**config.mk**
```make
export PLATFORM = sky130hd
export DESIGN_NAME = mac_seq_ctrl
export DESIGN_NICKNAME = d
export VERILOG_FILES = /design/src/rtl/mac_seq_pkg.sv /design/src/rtl/mac_seq_dp.sv /design/src/rtl/mac_seq_ctrl.sv
export SDC_FILE = /design/constraint.sdc
export NUM_CORES = 1
export LEC_CHECK = 0
export ABC_AREA = 1
export CORE_MARGIN = 2
export CORE_UTILIZATION = 60
export CTS_CLUSTER_SIZE = 8
export DETAILED_ROUTE_END_ITERATION = 8
export GPL_TIMING_DRIVEN = 0
export PLACE_DENSITY_LB_ADDON = 0.08
export SLEW_MARGIN = 20
export SYNTH_ARGS = -nofsm -noshare
export SYNTH_HDL_FRONTEND = slang
export SYNTH_HIERARCHICAL = 1
export SYNTH_SLANG_ARGS = --single-unit
```
**constraint.sdc**
```tcl
create_clock -name clk -period 10.6 [get_ports clk]
set_clock_uncertainty 0.05 [all_clocks]
set_input_delay 2.12 -clock clk [delete_from_list [all_inputs] [get_ports clk]]
set_output_delay 2.12 -clock clk [all_outputs]
set_load 0.01 [all_outputs]
```
**src/rtl/mac_seq_pkg.sv**
```systemverilog
// Shared types and constants for the sequential multiply-accumulate controller.
// The overflow mode is chosen by MAC_SEQ_SAT_EN (see mac_seq_ctrl).
package mac_seq_pkg;

   localparam int OP_W  = 8;
   localparam int ACC_W = 16;

   localparam logic [ACC_W-1:0] SAT_VAL = 16'hFFFF;

   typedef enum logic [1:0] {
      IDLE = 2'd0,
      RUN  = 2'd1,
      DONE = 2'd2
   } state_e;

endpackage

```
**src/rtl/mac_seq_dp.sv**
```systemverilog
// Combinational datapath: 8x8 unsigned multiply followed by a 16-bit add.
// The add's carry-out is reported so the controller can flag or saturate.
module mac_seq_dp
   import mac_seq_pkg::*;
(
   input  logic [OP_W-1:0]  a,
   input  logic [OP_W-1:0]  b,
   input  logic [ACC_W-1:0] acc,
   output logic [ACC_W-1:0] sum,
   output logic             carry
);

   logic [ACC_W-1:0] prod;

   always_comb begin
      prod         = ACC_W'(a) * ACC_W'(b);
      {carry, sum} = {1'b0, acc} + {1'b0, prod};
   end

endmodule

```
**src/rtl/mac_seq_ctrl.sv**
```systemverilog
// Job controller: accepts len operand pairs, accumulates a*b, presents the sum.
// Define MAC_SEQ_SAT_EN to saturate the accumulator instead of wrapping.
module mac_seq_ctrl
   import mac_seq_pkg::*;
#(
   parameter int LEN_W = 4
) (
   input  logic             clk,
   input  logic             rst,
   input  logic             start,
   input  logic [LEN_W-1:0] len,
   input  logic             in_valid,
   output logic             in_ready,
   input  logic [7:0]       a,
   input  logic [7:0]       b,
   output logic             res_valid,
   input  logic             res_ready,
   output logic [15:0]      res,
   output logic             ovf,
   output logic             busy
);

   state_e           state_q, state_d;
   logic [ACC_W-1:0] acc_q, acc_d;
   logic [LEN_W-1:0] cnt_q, cnt_d;
   logic             ovf_q, ovf_d;

   logic [ACC_W-1:0] dp_sum;
   logic             dp_carry;

   mac_seq_dp u_dp (
      .a     (a),
      .b     (b),
      .acc   (acc_q),
      .sum   (dp_sum),
      .carry (dp_carry)
   );

   always_comb begin
      state_d = state_q;
      acc_d   = acc_q;
      cnt_d   = cnt_q;
      ovf_d   = ovf_q;
      case (state_q)
         IDLE: begin
            if (start) begin
               acc_d = '0;
               ovf_d = 1'b0;
               if (len == '0) begin
                  state_d = DONE;
               end else begin
                  cnt_d   = len;
                  state_d = RUN;
               end
            end
         end
         RUN: begin
            if (in_valid) begin
`ifdef MAC_SEQ_SAT_EN
               // Once pinned at the ceiling every later add carries again, so it stays there.
               acc_d = dp_carry ? SAT_VAL : dp_sum;
`else
               acc_d = dp_sum;
`endif
               ovf_d = ovf_q | dp_carry;
               cnt_d = cnt_q - LEN_W'(1);
               if (cnt_q == LEN_W'(1)) state_d = DONE;
            end
         end
         DONE: begin
            if (res_ready) state_d = IDLE;
         end
         default: state_d = IDLE;
      endcase
   end

   always_ff @(posedge clk or posedge rst) begin
      if (rst) begin
         state_q <= IDLE;
         acc_q   <= '0;
         cnt_q   <= '0;
         ovf_q   <= 1'b0;
      end else begin
         state_q <= state_d;
         acc_q   <= acc_d;
         cnt_q   <= cnt_d;
         ovf_q   <= ovf_d;
      end
   end

   // All outputs decode straight from registers, so reset clears them without waiting for clk.
   assign in_ready  = (state_q == RUN);
   assign res_valid = (state_q == DONE);
   assign busy      = (state_q != IDLE);
   assign res       = acc_q;
   assign ovf       = ovf_q;

endmodule

```
==> key figures, run 1 <==
Floorplanning
  • Die area: 0.00736 mm²
  • Die Wd: between 80 and 90 µm
  • Chip height: approximately 86 µm
  • I/O Pins: 45
  • Row count: 29
  • Core area: 0.00642 mm²
  • Starting Density: a little over three fifths

Worst setup path
  • Critical path class: primary input to flip-flop
  • Worst setup SP type: primary input
  • CP Capture Type: flip-flop
  • R2r setup slk: between 6000 and 7000 ps
  • CP arrival: around 6000 ps
  • Critical Path RT: ~11000 ps
  • Path depth of the worst reg2reg path: 19
  • Critical path fanouts, max: 8
  • End of the critical path: ovf$_DFFE_PP0P_
  • FF-to-FF Start: res[6]$_DFFE_PP0P_
  • Reg-to-Reg End: ovf$_DFFE_PP0P_
  • CP Launch Point: a[4]

Worst hold path
  • Min-delay src: ovf$_DFFE_PP0P_
  • HP Class: flip-flop to flip-flop

GRT
  • Largest net degree at the start of global routing: 24
  • Global route total overflow: 0
  • Initial antenna violation count: 0
  • Vias in the first global route: between 3000 and 4000
  • Gr usage total: between 20% and 30%
  • Global-route wire length before repair: between 15000 and 20000 µm

STA
  • Fin Setup TNS: 0 ps
  • Tcrit/Tclk final: ~55%
  • Min Clock Period, post-route: a little under 6000 ps
  • Setup Viol. Count Final: 0
  • Final Slew Violations: 0
  • Slew margin rel.: around 37%
  • Achievable Freq: ~170 MHz
  • Final hold viol count: 0
  • Slew @ Worst Pin: ~950 ps
  • RSZ-0062 raised after global routing: no

Power and ir drop
  • Cell Pwr Density: approximately 280 mW/mm²
  • Peak VDD IR: 238 µV
  • Static Leak: between 2 and 3 nW

Route
  • Drt wl/cell: between 10 and 15 µm
  • Final ANT Viol Nets: 0
  • Routed WL: approximately 9000 µm
  • Vias: around 3400
  • DRT Pass-1 Iters: 9
  • Iteration-0 DRC Markers: around 150
  • Via density per instance: slightly above 5
  • Number of remaining DRC errors: 3

Logic synthesis
  • Yosys warnings: 6
  • Syn_area_per_cell: 7.23 µm²
  • Post-Synth XOR/XNOR Area: under 10%
  • Mapped Cells: between 500 and 600
  • Post-synthesis sequential area ratio: between 10% and 20%
  • Largest family of logic cells by synthesized area: adder cells
  • Synth Area in Adders: 37.3%
  • Largest cells by area after synthesis: fa_1 25%, dfrtp_1 14%, inv_1 14%
  • Compound-Gate Fraction of Synth Area: under 10%
  • Post-Syn Area: 0.00401 mm²
  • Synth top area share: roughly a quarter
  • Post-synthesis async set-or-reset flop share: 100%
  • Synthesized flop and latch total: 23
  • Primary FF master, synth: dfrtp_1
  • Post-Synth Simple-Gate Area: around a quarter
  • Unique masters post-synth: 33
  • Synth area leader: fa_1
  • Synthesized Nets: 669
  • Post-synthesis mux area share: 0%
  • Post-synth EDFFs: 0

Clock network
  • Clk pin slew, worst setup/hold paths: around 90 ps
  • Post-CTS Setup Bufs: 0
  • CTS-repair resized insts: 0
  • CTS tree: done
  • Cts bufs inserted: 3
  • Clk_lat worst skew: around 270 ps
  • Root buffer cell: clkbuf_8
  • Clock Tree Buf Depth: 2
  • Hold-fix buffers, CTS: 0
  • Clk sinks: 23
  • H-tree depth: 1

Placement
  • IO buf count: 27
  • Gpl congestion: 0.894
  • Placed inst area: between 0.004 and 0.005 mm²
  • Detailed Place HPWL: ~7900 µm

Cells and area
  • Fraction of layout cells with a size suffix above 1: under 10%
  • Fin nets: about 700
  • Diode count: 0
  • Number of fillers in the final layout: ~600
  • Layout area overhead: 10.3%
  • Design area: 0.00442 mm²

Status
  • Status: finished, violations left
  • Violated checks: DRC

Run
  • Max Cap Violations: 0
-- synth_stat cells, types with 2 or more instances --
| library cell | instances |
|---|---|
| nand3_1 | 49 |
| inv_1 | 150 |
| nand2_4 | 3 |
| dfrtp_1 | 23 |
| clkbuf_1 | 16 |
| xnor2_1 | 4 |
| nand4_1 | 3 |
| o21bai_1 | 2 |
| nor2_1 | 23 |
| nand2_2 | 7 |
| nand3b_1 | 2 |
| nand3_2 | 2 |
| buf_4 | 3 |
| o21ai_0 | 3 |
| inv_2 | 3 |
| o21ai_1 | 2 |
| a21oi_1 | 9 |
| fa_1 | 51 |
| ha_1 | 38 |
| xor2_1 | 4 |
| nand2_1 | 146 |
-- how the worst min path moves through the flow --
| stage | to | depth (start not counted) | slack, ps |
|---|---|---|---|
| 6_report | ovf$_DFFE_PP0P_ | 2 | 480 |
| 5_1_grt | ovf$_DFFE_PP0P_ | 2 | 510 |
| 4_1_cts | ovf$_DFFE_PP0P_ | 2 | 480 |
| 3_3_place_gp | ovf$_DFFE_PP0P_ | 2 | 430 |
| 3_5_place_dp | ovf$_DFFE_PP0P_ | 2 | 460 |
| 2_1_floorplan | cnt_q[3]$_DFFE_PP0P_ | 2 | 430 |
-- cell families (layout without fill, tap and decap cells) --
logic type               Yosys count  in the layout
AO/OA/AOI/OAI                     18             18
XOR/XNOR                           8              8
adder cells (fa/ha/maj)           89             89
buffers and inverters            178            209
flip-flops                        23             23
AND/OR/NAND/NOR                  239            239
-- state kept, by name, indices dropped and copies added, names as in the netlist --
register / count
cnt_q: 4
state_q: 2
res: 16
ovf: 1
-- critical path, stage by stage --
cell and delay [ps]:
clkbuf_1 280, nand2_1 130, fa_1 550, inv_1 60, fa_1 550, inv_1 60, fa_1 530, inv_1 60
fa_1 490, ha_1 390, nand2_1 90, nand2_1 60, inv_1 90, nand2_2 90, a21oi_4 120, nand2_1 60
nand2_1 50, nand2_1 40, a21oi_1 130, nor2_1 50
-- layout make-up --
cell class / instances / area (µm²) / share of cell area [%]
Buffer: 22 / 114 / 2.57
Clock buffer: 3 / 41.3 / 0.933
Clock inverter: 1 / 5.00 / 0.113
Inverter: 156 / 589 / 13.3
Multi-Input combinational cell: 354 / 2730 / 61.8
Sequential cell: 23 / 576 / 13.0
Tap cell: 77 / 96.3 / 2.18
Timing Repair Buffer: 27 / 270 / 6.11
-- power breakdown --
part	switching [mW]	total, mW	internal (mW)
clock	0.0322	0.0586	0.0264
combinational	0.619	1.03	0.409
sequential	0.0303	0.153	0.122
total	0.682	1.24	0.558
-- metal layers --
layer,vias to the layer above,global-route usage (%),share of wire (%)
met5,-,0,0
met4,0,6.06,1.8
met3,11,2.98,5.4
li1,1677,-,-
met2,92,41.8,44
met1,1585,42.4,49
-- stage by stage --
step                setup slack (ps)  power, mW  std cells  hold WS [ps]  util, %
floorplan                       4780      0.913        555           433        -
global placement                4450       1.15        659           433     68.2
detailed placement              4440       1.17        659           458     68.2
CTS                             4710       1.23        663           483     68.9
global route                    4390       1.40        663           513     68.9
finish                          4720       1.24        663           478     68.9
-- cell usage in the layout, fill, tap and decap left out, types with 7 or more instances in the layout --
master / instances
clkbuf_1: 16
inv_1: 150
fa_1: 51
ha_1: 38
clkdlybuf4s50_1: 27
nand2_1: 146
nand2_2: 7
nand3_1: 49
dfrtp_1: 23
a21oi_1: 9
nor2_1: 23
No activity file was read; power rests on OpenSTA's default activity.
==> run 2, diff against run 1 <==
--- a/config.mk
+++ b/config.mk
@@ -7,7 +7,7 @@
 export LEC_CHECK = 0
 export ABC_AREA = 1
 export CORE_MARGIN = 2
-export CORE_UTILIZATION = 60
+export CORE_UTILIZATION = 53
 export CTS_CLUSTER_SIZE = 8
 export DETAILED_ROUTE_END_ITERATION = 8
 export GPL_TIMING_DRIVEN = 0
==> constraint.sdc (replaced) <==
create_clock -name clk -period 5.3 [get_ports clk]
set_clock_uncertainty 0.05 [all_clocks]
set_input_delay 1.06 -clock clk [delete_from_list [all_inputs] [get_ports clk]]
set_output_delay 1.06 -clock clk [all_outputs]
set_load 0.01 [all_outputs]
==> key figures, run 2 (same netlist as run 1, synthesis figures left out) <==
Floorplanning
  • I/O Pins: 45
  • Row count: 31
  • Core area: 0.00729 mm²
  • Die area: 0.00828 mm²
  • Chip height: 91.0 µm
  • Die Wd: 91.0 µm
  • Starting Density: ~55%

Worst setup path
  • CP Buf/Inv Count: 4
  • Critical Path Max Stage Delay: between 500 and 600 ps
  • Crit-path cells: clkbuf_1 > nand2_1 > fa_1 > inv_1 > fa_1 > fa_1 > inv_1 > fa_1 > inv_1 > ha_1 > nand2_1 > nand2_1 > nand2_1 > nand2_2 > a21oi_4 > nand2_1 > nand2_1 > nand2_1 > a21oi_1 > nor2_1
  • CP arrival: a little under 5000 ps
  • Critical path class: primary input to flip-flop
  • Most used cell, CP: nand2_1
  • CP Capture Type: flip-flop
  • Critical Path RT: about 5400 ps
  • Critical path fanouts, max: 8
  • Cell class contributing the biggest share of worst-path delay: adder cells
  • Worst setup SP type: primary input
  • Slowest stage cell, crit path: fa_1

Clock network
  • Clk_lat worst skew: around 270 ps
  • Clk pin slew, worst setup/hold paths: around 90 ps
  • H-tree depth: 1
  • Post-CTS Setup Bufs: 0
  • Clk sinks: 23
  • CTS-repair resized insts: 0
  • Cts bufs inserted: 3
  • Root buffer cell: clkbuf_8
  • Clock Tree Buf Depth: 2
  • CTS tree: done
  • Hold-fix buffers, CTS: 0

Cells and area
  • Number of fillers in the final layout: between 700 and 800
  • Fin nets: approximately 700
  • Design area: 0.00445 mm²
  • Commonest non-fill, non-tap cell in the layout: inv_1
  • Utilization after layout: about three fifths
  • Layout area overhead: 11.0%
  • Largest register FFs: 16
  • Diode count: 0
  • Most frequent cells in the layout: 150 x inv_1, 146 x nand2_1, 51 x fa_1
  • Fraction of layout cells with a size suffix above 1: under 10%
  • Non-Filler Instances: roughly 700

Placement
  • Setup WS pre-CTS: 164 ps
  • Placed inst area: approximately 0.0044 mm²
  • Detailed Place HPWL: slightly below 8000 µm
  • Placed insts: about 680
  • Gpl congestion: between 0.8 and 0.9
  • IO buf count: 27

Route
  • Iteration-0 DRC Markers: between 150 and 200
  • DRT Pass-1 Iters: 5
  • Vias: between 3000 and 4000
  • Routed WL: ~9100 µm
  • Drt wl/cell: around 13 µm
  • Number of remaining DRC errors: 0
  • Final ANT Viol Nets: 0
  • Via density per instance: 4.87

GRT
  • Gr usage total: a little under a quarter
  • Initial antenna violation count: 0
  • Global route total overflow: 0
  • Global-route wire length before repair: between 15000 and 20000 µm
  • Vias in the first global route: ~3400
  • Largest net degree at the start of global routing: 24

Power and ir drop
  • Cell Pwr Density: 556 mW/mm²
  • Static Leak: around 2.7 nW
  • Power, Total: 2.48 mW
  • Peak VDD IR: approximately 310 µV

STA
  • Final hold slack: about 480 ps
  • Min Clock Period, post-route: 4840 ps
  • Final hold viol count: 0
  • Tcrit/Tclk final: about nine tenths
  • Setup Viol. Count Final: 0
  • Slew margin rel.: ~37%
  • Final Slew Violations: 0
  • Fin Setup TNS: 0 ps
  • RSZ-0062 raised after global routing: no
  • Slew @ Worst Pin: 951 ps
  • Setup slack after layout: roughly 460 ps
  • Achievable Freq: between 200 and 250 MHz

Worst hold path
  • HP Class: flip-flop to flip-flop

Run
  • Max Cap Violations: 0

Status
  • Status: completed
==> run 2: routing by layer <==
layer / part of all wire (%) / vias to the layer above / track usage [%]
li1: - / 1675 / -
met1: 49 / 1568 / 35.8
met2: 45 / 87 / 38.7
met3: 5.6 / 6 / 1.91
met4: 0.79 / 0 / 4.29
met5: 0 / - / 0
==> run 2: final cells by class <==
cell class | count | area [µm²] | share of cell area (%)
Tap cell | 99 | 124 | 2.78
Clock buffer | 3 | 41.3 | 0.927
Clock inverter | 1 | 5.00 | 0.112
Inverter | 156 | 589 | 13.2
Multi-Input combinational cell | 354 | 2730 | 61.4
Sequential cell | 23 | 576 | 12.9
Timing Repair Buffer | 27 | 270 | 6.07
Buffer | 22 | 114 | 2.56
==> run 2: tightest hold or removal path: cells and delay by family (launching register included) <==
kind,cells,cell delay [ps]
compound gates,1,40
flops,1,360
simple gates,1,80
==> run 2: report_power, final <==
group          total, mW  leakage [nW]  internal (mW)  switching, mW
Clock              0.116        0.0255         0.0526         0.0631
Sequential         0.308         0.301          0.245         0.0628
Combinational       2.05          2.35          0.820           1.23
Total               2.48          2.68           1.12           1.36
==> run 2: final timing paths <==
path	slack, ps	to	from	cells past startpoint
worst max-delay path	460	ovf$_DFFE_PP0P_	b[4]	20
worst min-delay path	480	ovf$_DFFE_PP0P_	ovf$_DFFE_PP0P_	2
worst max register to register	1270	ovf$_DFFE_PP0P_	res[6]$_DFFE_PP0P_	19
worst min register to register	480	ovf$_DFFE_PP0P_	ovf$_DFFE_PP0P_	2
max in group asynchronous	3370	res[6]$_DFFE_PP0P_	rst	2
min in group asynchronous	1240	ovf$_DFFE_PP0P_	rst	2
==> RTL change, RTL diff (flow settings as in run 2) <==
The option `MAC_SEQ_SAT_EN` is turned on by a define.
--- a/src/rtl/mac_seq_ctrl.sv
+++ b/src/rtl/mac_seq_ctrl.sv
@@ -1,5 +1,7 @@
 // Job controller: accepts len operand pairs, accumulates a*b, presents the sum.
 // Define MAC_SEQ_SAT_EN to saturate the accumulator instead of wrapping.
+`define MAC_SEQ_SAT_EN
+
 module mac_seq_ctrl
    import mac_seq_pkg::*;
 #(
Behaviour: not the same (Yosys sat finds a counterexample within 4 cycles, from zero or initial values and one cycle with rst high).
==> RTL change against run 2 <==
Highest routed layer unchanged; area after synthesis fell by 0.97%; synthesized cell count rose by 0.18%; sequential cell count did not move; routed wire length fell by 8.7%; final cell count rose by 0.15%; register-to-register slack got worse by 0.23 ns; count of clock-buffer cells in the layout did not move; critical endpoint is now res[14]$_DFFE_PP0P_; setup slack got worse by 0.12 ns; total power rose by 0.59%; final area fell by 0.22%.
==> RTL change: results <==
metrics = {
    "global_route": {
        "met3_routing_resource_usage_after_global_routing_pct": 2.087,
        "gr-usage-all-layers_pct": 22.44,
        "initial_antenna_violation_count": 0,
        "vias_in_the_first_global_route": 3362,
        "grt_pass1_wl_um": 15280,
        "grt.met2_usage_pct": 39.05,
        "globalRouteMet1Util_pct": 31.35,
    },
    "logic_synthesis": {
        "yosys-top-cells-count": "sky130_fd_sc_hd__inv_1, sky130_fd_sc_hd__nand2_1, sky130_fd_sc_hd__fa_1, sky130_fd_sc_hd__ha_1, sky130_fd_sc_hd__nor2_1",
        "mux_cell_area_share_after_synthesis_pct": 0,
        "yosysSeqAreaShare_pct": 14.49,
        "synth_fp_nets": 670,
        "number_of_library_cell_types_mapped_by_synthesis": 28,
        "adder_cell_fraction_of_synth_area_pct": 37.67,
        "synth-compound-area-share_pct": 5.008,
        "largest_cells_by_area_after_synthesis": "sky130_fd_sc_hd__fa_1, sky130_fd_sc_hd__dfrtp_1, sky130_fd_sc_hd__inv_1",
        "dominantRegCellSynth": "sky130_fd_sc_hd__dfrtp_1",
        "synth_xor_xnor_area_share_pct": 1.764,
        "mean_area_per_synthesized_cell_um2": 7.145,
    },
    "worst_setup_path": {
        "cp_data_arrival_time_ns": 5.05,
        "critical_path.reg2reg.endpoint": "res[14]$_DFFE_PP0P_",
        "critical_path.endpoint": "res[14]$_DFFE_PP0P_",
        "path_max_fanout": 17,
        "flop_to_flop_setup_slack_ns": 1.04,
        "crit_start": "a[2]",
        "worst_r2r_path_depth": 20,
        "crit_path_max_incr_delay_ns": 0.55,
    },
    "power": {
        "leakagePower_nw": 2.660,
        "intPower_mw": 1.126,
        "max-vdd-ir-drop_uv": 290.1,
        "power_clock_mw": 0.110,
        "power_sequential_mw": 0.306,
    },
    "placement": {
        "placed_cells": 683,
        "placement.setup.worst_slack_ns": -0.4992,
        "dpl.hpwl_um": 7244,
        "globalplace.congestion": 0.8788,
        "placement.io_buffers": 28,
    },
    "sta": {
        "setup_slack_ns": 0.3419,
        "hold_slack_ns": 0.4585,
        "max_slew_margin_pct": 40.26,
    },
    "min_path": {
        "holdCritStartpoint": "ovf$_DFFE_PP0P_",
        "min_path_type": "flop to flop",
    },
    "clock_network": {
        "clk_latency_ns": 0.27,
        "ctsHtreeMaxLevel": 1,
        "cts_setup_buffers": 0,
        "tritoncts.num_buffers": 3,
    },
    "run_status": {
        "run_status": "finished, final reports clean",
    },
    "drt": {
        "wire_per_inst_um": 12.17,
        "drt_pass_1_iters": 4,
        "dr_total_vias": 3330,
        "detailedRoute.firstIterationViolations": 99,
        "routed_wirelength_um": 8348,
    },
    "finish": {
        "ant_diodes": 0,
        "largest_register_ffs": 16,
        "nets_final": 702,
        "fraction_of_layout_cells_with_a_size_suffix_above_1_pct": 8.177,
    },
}
-- RTL change: cell count changes after synthesis, sizes merged --
cell,change
clkbuf,+1
buf,-1
clkinv,-1
inv,+1
nor2,+15
nand2,-12
nand3b,-1
o21ai,+17
nand3,-18
-- RTL change: routing by layer --
layer | wire (µm) | up-vias
li1 | - | 1676
met1 | 3907 | 1583
met2 | 4064 | 61
met3 | 269 | 10
met4 | 107 | 0
met5 | 0 | -
-- RTL change: area by class of cell --
class                           instances  area, µm²
Multi-Input combinational cell        355       2720
Tap cell                               99      123.9
Clock buffer                            3      41.29
Buffer                                 21      110.1
Clock inverter                          1      5.005
Sequential cell                        23      575.6
Timing Repair Buffer                   28      280.3
Inverter                              156      585.6
Fill cell                             706       2811
-- RTL change: metrics by stage --
stage                     cell area [µm²]  total power [mW]
final                                4442             2.490
after global routing                 4442             2.842
after CTS                            4419             2.513
after detailed placement             4377             2.387
after global placement               4377             2.346
after floorplan                      3973             1.905
